**config.mk**
```make
export PLATFORM = sky130hd
export DESIGN_NAME = mem_port_arbiter_flat
export DESIGN_NICKNAME = d
export VERILOG_FILES = /design/src/rtl/mem_port_arbiter_pkg.sv /design/src/rtl/mem_port_arbiter_if.sv /design/src/rtl/mem_port_arbiter_timer.sv /design/src/rtl/mem_port_arbiter.sv /design/src/flat_wrapper.sv
export SDC_FILE = /design/constraint.sdc
export NUM_CORES = 1
export LEC_CHECK = 0
export BUFFER_PORTS_ARGS = -buffer_cell sky130_fd_sc_hd__buf_4
export CAP_MARGIN = 25
export CORE_ASPECT_RATIO = 0.7
export CORE_MARGIN = 8
export CORE_UTILIZATION = 40
export DETAILED_ROUTE_END_ITERATION = 16
export PLACE_DENSITY_LB_ADDON = 0.1
export SLEW_MARGIN = 40
export SYNTH_ARGS = -nofsm -noshare
export SYNTH_HDL_FRONTEND = slang
export SYNTH_SLANG_ARGS = --single-unit
```
**constraint.sdc**
```tcl
create_clock -name clk -period 3.9 [get_ports clk]
set_clock_uncertainty 0.2 [all_clocks]
set_input_delay 0.585 -clock clk [delete_from_list [all_inputs] [get_ports clk]]
set_output_delay 0.585 -clock clk [all_outputs]
set_load 0.1 [all_outputs]
```
**src/rtl/mem_port_arbiter_pkg.sv**
```systemverilog
// rtl/mem_port_arbiter_pkg.sv - shared types and defaults for the unified memory port arbiter
package mem_arb_pkg;

    localparam int DEF_MEM_LAT    = 2;
    localparam int DEF_STARVE_MAX = 4;

    typedef enum logic [1:0] {
        IDLE  = 2'd0,
        ISSUE = 2'd1,
        WAIT  = 2'd2,
        DONE  = 2'd3
    } arb_state_e;

    typedef enum logic {
        FETCH = 1'b0,
        DATA  = 1'b1
    } arb_src_e;

endpackage

```
**src/rtl/mem_port_arbiter_if.sv**
```systemverilog
// rtl/mem_port_arbiter_if.sv - fetch/data request ports, memory port and stall of the arbiter
interface mem_port_arbiter_if #(
    parameter int ADDR_W = 32,
    parameter int DATA_W = 32
);
    logic              if_req;
    logic [ADDR_W-1:0] if_addr;
    logic              if_gnt;
    logic [DATA_W-1:0] if_rdata;

    logic              d_req;
    logic              d_we;
    logic [ADDR_W-1:0] d_addr;
    logic [DATA_W-1:0] d_wdata;
    logic              d_gnt;
    logic [DATA_W-1:0] d_rdata;

    logic              mem_en;
    logic              mem_we;
    logic [ADDR_W-1:0] mem_addr;
    logic [DATA_W-1:0] mem_wdata;
    logic [DATA_W-1:0] mem_rdata;

    logic              stall;

    modport slave (
        input  if_req, if_addr, d_req, d_we, d_addr, d_wdata, mem_rdata,
        output if_gnt, if_rdata, d_gnt, d_rdata, mem_en, mem_we, mem_addr, mem_wdata, stall
    );

    modport master (
        output if_req, if_addr, d_req, d_we, d_addr, d_wdata, mem_rdata,
        input  if_gnt, if_rdata, d_gnt, d_rdata, mem_en, mem_we, mem_addr, mem_wdata, stall
    );
endinterface

```
**src/rtl/mem_port_arbiter_timer.sv**
```systemverilog
// rtl/mem_port_arbiter_timer.sv - loadable down-counter that flags when it reaches zero
module arb_latency_timer #(
    parameter int W = 1
) (
    input  logic         clk,
    input  logic         start_n,
    input  logic         load,
    input  logic [W-1:0] load_val,
    input  logic         dec,
    output logic         zero
);
    logic [W-1:0] cnt_q;
    logic [W-1:0] cnt_d;

    // Decrement saturates so a stray enable can never wrap the count.
    always_comb begin
        cnt_d = cnt_q;
        if (load) begin
            cnt_d = load_val;
        end else if (dec && (cnt_q != '0)) begin
            cnt_d = cnt_q - 1'b1;
        end
    end

    always_ff @(posedge clk) begin
        if (!start_n) begin
            cnt_q <= '0;
        end else begin
            cnt_q <= cnt_d;
        end
    end

    // Flags the cycle in which the count arrives at zero, not the cycle after.
    assign zero = (cnt_d == '0);

endmodule

```
**src/rtl/mem_port_arbiter.sv**
```systemverilog
// rtl/mem_port_arbiter.sv - single-port memory sequencer shared by instruction fetch and MEM-stage data
module mem_port_arbiter
    import mem_arb_pkg::*;
#(
    parameter int ADDR_W     = 32,
    parameter int DATA_W     = 32,
    parameter int MEM_LAT    = DEF_MEM_LAT,
    parameter int STARVE_MAX = DEF_STARVE_MAX
) (
    input  logic              clk,
    input  logic              start_n,
    mem_port_arbiter_if.slave bus
);
    localparam int SC_W  = $clog2(STARVE_MAX + 1);
    localparam int CNT_W = (MEM_LAT > 1) ? $clog2(MEM_LAT) : 1;
    localparam logic [SC_W-1:0]  SC_MAX   = SC_W'(STARVE_MAX);
    localparam logic [CNT_W-1:0] LAT_LOAD = CNT_W'(MEM_LAT - 1);

    arb_state_e        state_q;
    arb_state_e        state_d;
    arb_src_e          src_q;
    logic              we_q;
    logic [SC_W-1:0]   starve_q;
    logic [ADDR_W-1:0] addr_q;
    logic [DATA_W-1:0] wdata_q;
    logic              accept;
    logic              pick_fetch;
    logic              lat_zero;
    logic              done;

    // Data belongs to the older instruction, so it wins unless fetch has waited too long.
    assign pick_fetch = bus.if_req && (!bus.d_req || (starve_q == SC_MAX));
    assign accept     = (state_q == IDLE) && (bus.if_req || bus.d_req);

    always_comb begin
        state_d = state_q;
        unique case (state_q)
            IDLE:    if (accept) state_d = ISSUE;
            ISSUE:   state_d = WAIT;
            WAIT:    if (lat_zero) state_d = DONE;
            DONE:    state_d = IDLE;
            default: state_d = IDLE;
        endcase
    end

    always_ff @(posedge clk) begin
        if (!start_n) begin
            state_q  <= IDLE;
            src_q    <= FETCH;
            we_q     <= 1'b0;
            starve_q <= '0;
            addr_q   <= '0;
            wdata_q  <= '0;
        end else begin
            state_q <= state_d;
            if (accept) begin
                if (pick_fetch) begin
                    src_q    <= FETCH;
                    we_q     <= 1'b0;
                    addr_q   <= bus.if_addr;
                    starve_q <= '0;
                end else begin
                    src_q   <= DATA;
                    we_q    <= bus.d_we;
                    addr_q  <= bus.d_addr;
                    wdata_q <= bus.d_wdata;
                    if (bus.if_req && (starve_q != SC_MAX)) begin
                        starve_q <= starve_q + 1'b1;
                    end
                end
            end
        end
    end

    arb_latency_timer #(
        .W (CNT_W)
    ) u_timer (
        .clk      (clk),
        .start_n  (start_n),
        .load     (state_q == ISSUE),
        .load_val (LAT_LOAD),
        .dec      (state_q == WAIT),
        .zero     (lat_zero)
    );

    // Gating on start_n keeps grants and strobes quiet while reset is held mid-access.
    assign done          = (state_q == DONE) && start_n;
    assign bus.mem_en    = (state_q == ISSUE) && start_n;
    assign bus.mem_we    = bus.mem_en && we_q;
    assign bus.mem_addr  = addr_q;
    assign bus.mem_wdata = wdata_q;
    assign bus.if_gnt    = done && (src_q == FETCH);
    assign bus.d_gnt     = done && (src_q == DATA);
    assign bus.if_rdata  = bus.if_gnt ? bus.mem_rdata : '0;
    assign bus.d_rdata   = bus.d_gnt ? bus.mem_rdata : '0;
    assign bus.stall     = (bus.if_req && !bus.if_gnt) || (bus.d_req && !bus.d_gnt);

endmodule
```
**src/flat_wrapper.sv**
```systemverilog
// flat-port wrapper written by rule: the top's interface ports become plain ports
module mem_port_arbiter_flat import mem_arb_pkg::*;
#(
    parameter int ADDR_W     = 32,
    parameter int DATA_W     = 32,
    parameter int MEM_LAT    = DEF_MEM_LAT,
    parameter int STARVE_MAX = DEF_STARVE_MAX
)
  (clk, start_n, bus_if_req, bus_if_addr, bus_d_req, bus_d_we, bus_d_addr, bus_d_wdata, bus_mem_rdata, bus_if_gnt, bus_if_rdata, bus_d_gnt, bus_d_rdata, bus_mem_en, bus_mem_we, bus_mem_addr, bus_mem_wdata, bus_stall);
  mem_port_arbiter_if #(.ADDR_W(ADDR_W), .DATA_W(DATA_W)) bus_i ();
  input  logic clk;
  input  logic start_n;
  input wire logic [$bits(bus_i.if_req)-1:0] bus_if_req;
  input wire logic [$bits(bus_i.if_addr)-1:0] bus_if_addr;
  input wire logic [$bits(bus_i.d_req)-1:0] bus_d_req;
  input wire logic [$bits(bus_i.d_we)-1:0] bus_d_we;
  input wire logic [$bits(bus_i.d_addr)-1:0] bus_d_addr;
  input wire logic [$bits(bus_i.d_wdata)-1:0] bus_d_wdata;
  input wire logic [$bits(bus_i.mem_rdata)-1:0] bus_mem_rdata;
  output wire logic [$bits(bus_i.if_gnt)-1:0] bus_if_gnt;
  output wire logic [$bits(bus_i.if_rdata)-1:0] bus_if_rdata;
  output wire logic [$bits(bus_i.d_gnt)-1:0] bus_d_gnt;
  output wire logic [$bits(bus_i.d_rdata)-1:0] bus_d_rdata;
  output wire logic [$bits(bus_i.mem_en)-1:0] bus_mem_en;
  output wire logic [$bits(bus_i.mem_we)-1:0] bus_mem_we;
  output wire logic [$bits(bus_i.mem_addr)-1:0] bus_mem_addr;
  output wire logic [$bits(bus_i.mem_wdata)-1:0] bus_mem_wdata;
  output wire logic [$bits(bus_i.stall)-1:0] bus_stall;
  assign bus_i.if_req = bus_if_req;
  assign bus_i.if_addr = bus_if_addr;
  assign bus_i.d_req = bus_d_req;
  assign bus_i.d_we = bus_d_we;
  assign bus_i.d_addr = bus_d_addr;
  assign bus_i.d_wdata = bus_d_wdata;
  assign bus_i.mem_rdata = bus_mem_rdata;
  assign bus_if_gnt = bus_i.if_gnt;
  assign bus_if_rdata = bus_i.if_rdata;
  assign bus_d_gnt = bus_i.d_gnt;
  assign bus_d_rdata = bus_i.d_rdata;
  assign bus_mem_en = bus_i.mem_en;
  assign bus_mem_we = bus_i.mem_we;
  assign bus_mem_addr = bus_i.mem_addr;
  assign bus_mem_wdata = bus_i.mem_wdata;
  assign bus_stall = bus_i.stall;
  mem_port_arbiter #(.ADDR_W(ADDR_W), .DATA_W(DATA_W), .MEM_LAT(MEM_LAT), .STARVE_MAX(STARVE_MAX)) u_core (.clk(clk), .start_n(start_n), .bus(bus_i));
endmodule
```
==> results.toml <==
[timing]
tightest_slew_ps = 714
final_hold_viol_count = 0
fin_crit_ps = 2760
finalSetupViolCount = 0
slew_headroom_pct = 52.4
fin_ws_ps = 1140
setup_tns_ps = 0
period_share_pct = 70.9
fmaxAchievable_mhz = 362
slew_viol_final = 0
rsz0062_at_grt = "false"

[die]
dieArea_um2 = 12200
die_w_um = 129
start_util_pct = 41.5
placementRows = 28
die_h_um = 94.8
ios = 266
core_um2 = 8550

[place]
io_buffers = 265
place_congestion = 0.972
post-place-ws_ps = 823
place_hpwl_um = 11800

[global_routing]
grt_busiest_layer = "met2"
first_global_vias = 4465
grt_usage_pct = 24.3
grt_use_met3_pct = 9.85
use_met2_pct = 42.1
grt_first_pass_wirelength_um = 23700
met1_usage_pct = 26.3
antenna_found_initial = 0
grt_max_degree = 39
grt-ovfl-total = 0

[routing]
detail-route-antenna-nets = 0
drc = 0
detail_route.wl_per_cell_um = 19.1
wl_um = 15700
vias_per_cell = 5.41
drt_iter0_drc = 348
drt_first_pass_iters = 5
num_vias = 4423

[cts]
clk_pin_slew_ps = 50
numCtsBuffers = 9
holdBufCountCts = 0
clk_latency_ps = 330
htreeDepth = 3
clock_sinks = 71
post-cts-setup-buffer-count = 0
cts_root_buf = "clkbuf_16"
cts.path.max_buffers = 2
cts_resized = 0
cts_tree = "done"

[logic_synthesis]
synthDominantCellAreaShare_pct = 40.1
synthCells = 459
synthTopCellsByArea = "dfxtp_1 (40%), and2_1 (12%), a21oi_1 (9.7%), o21ai_0 (8.9%), a31oi_1 (5.6%)"
synth_fp_nets = 599
postSynthAreaPerCell_um2 = 7.73
ys_ff_latch = 71
synth.most_common_cell = "dfxtp_1"
synth-main-ff-cell = "dfxtp_1"
synth_top_area_cell = "dfxtp_1"
synth_area_um2 = 3550
synth-async-reset-ratio_pct = 0
yosys.cell_types.count = 28
yosys_warnings = 0
synth_edf_count = 0
ys_top_cells_by_count = "dfxtp_1 (71), a21oi_1 (69), and2_1 (67)"
ys_seq_area_share_pct = 40.1

[hold_path]
hold_class = "reg2reg"

[critical_path]
critPathRequiredTime_ps = 3120
cp_top_family = "simple AND/OR/NAND/NOR gates"
timing.critical_path.mode_cell = "buf_4"
crit_path_end_kind = "output port"
crit_arrival_ps = 1980
r2r_slack_ps = 1790
critPathKind = "in2out"
max_stage_delay_ps = 580
start_kind = "input port"
cp_max_fo = 38
crit_buf_inv = 2
path_cells = "buf_4 -> and3_2 -> and2_1 -> buf_4"
slowest_stage = "and3_2"

[cells_and_area]
antenna_cells = 0
drive_gt1_share_pct = 42.4
fillCellCount = 735
area_growth_pct = 64.0
fin_nets = 833
post-route-util_pct = 68.1

[power]
power_leakage_nw = 2.73
power_density_nw_per_um2 = 751
ir_drop_v = 0.000365

[run_status]
outcome = "finished, final reports clean"

[job]
cap_violations = 0
## power breakdown
group          switching, mW  internal [mW]  leakage (nW)  total, mW
Clock                  0.324          0.499         0.139      0.823
Sequential             0.103          0.918         0.585       1.02
Combinational           1.98          0.548          2.01       2.53
Total                   2.40           1.96          2.73       4.37
## kinds of logic after synthesis
group	synth area share [%]
AOI/OAI and AO/OA	31.3
adders and majority gates	2.47
buffers and inverters	7.05
DFF	40.1
and+or+nand+nor	19.1
## path summary, 6_finish.rpt
path	startpoint	to	cells past startpoint
setup / recovery	start_n	bus_d_rdata[25]	4
hold / removal	u_core.we_q$_SDFFE_PN0P_	u_core.we_q$_SDFFE_PN0P_	2
setup reg to reg	u_core.starve_q[0]$_SDFFE_PN0P_	u_core.bus.mem_wdata[15]$_SDFFE_PN0P_	6
hold reg to reg	u_core.we_q$_SDFFE_PN0P_	u_core.we_q$_SDFFE_PN0P_	2
## worst register-to-register path, stage by stage (launching register included)
cell	delay, ps
dfxtp_1	370
inv_1	60
ha_1	260
nand3_1	490
buf_4	350
nand3_1	120
a21oi_1	170
## per-layer routing
| metal | wire length [µm] | part of all wire [%] |
|---|---|---|
| met2 | 7750 | 49 |
| met3 | 1670 | 11 |
| met1 | 5830 | 37 |
| met5 | 0 | 0 |
| met4 | 418 | 2.7 |
## state kept, by name, summed over array words and instances (netlist names)
name / cells
u_core.we_q: 1
u_core.state_q: 2
u_core.starve_q: 3
u_core.bus.mem_wdata: 32
u_core.src_q: 1
u_core.bus.mem_addr: 32
## layout make-up
cell class | instances | area (µm²) | area share, %
inverters | 7 | 26.3 | 0.452
repair buffers | 271 | 2030 | 35.0
multi-input cells | 333 | 1890 | 32.5
flip-flops and latches | 71 | 1420 | 24.4
clock buffers | 10 | 229 | 3.94
well taps | 120 | 150 | 2.58
clock inverters | 6 | 67.6 | 1.16
## cell usage in the layout (no fill, tap or decap), types with 2 or more instances in the layout
| master | n |
|---|---|
| or3_1 | 2 |
| clkbuf_16 | 9 |
| o21ai_0 | 63 |
| o21ai_1 | 36 |
| nor2_1 | 2 |
| dfxtp_1 | 71 |
| inv_6 | 2 |
| clkinvlp_4 | 2 |
| and3_1 | 2 |
| a21oi_1 | 69 |
| inv_1 | 5 |
| ha_1 | 7 |
| a31oi_1 | 32 |
| nor3b_1 | 2 |
| buf_4 | 271 |
| nand3_1 | 33 |
| inv_2 | 2 |
| nand2_1 | 6 |
| and2_1 | 66 |
## per-stage QoR
| step | std cells | total power [mW] | hold slack, ps | instance area (µm²) |
|---|---|---|---|---|
| after global routing | 818 | 4.54 | 302 | 5820 |
| after detailed placement | 802 | 3.56 | 247 | 5520 |
| after CTS | 818 | 4.38 | 260 | 5820 |
| final | 818 | 4.37 | 260 | 5820 |
| after global placement | 802 | 3.53 | 242 | 5520 |
| after floorplan | 459 | 2.99 | 232 | 3550 |
Power figures use the tool's default switching activity.
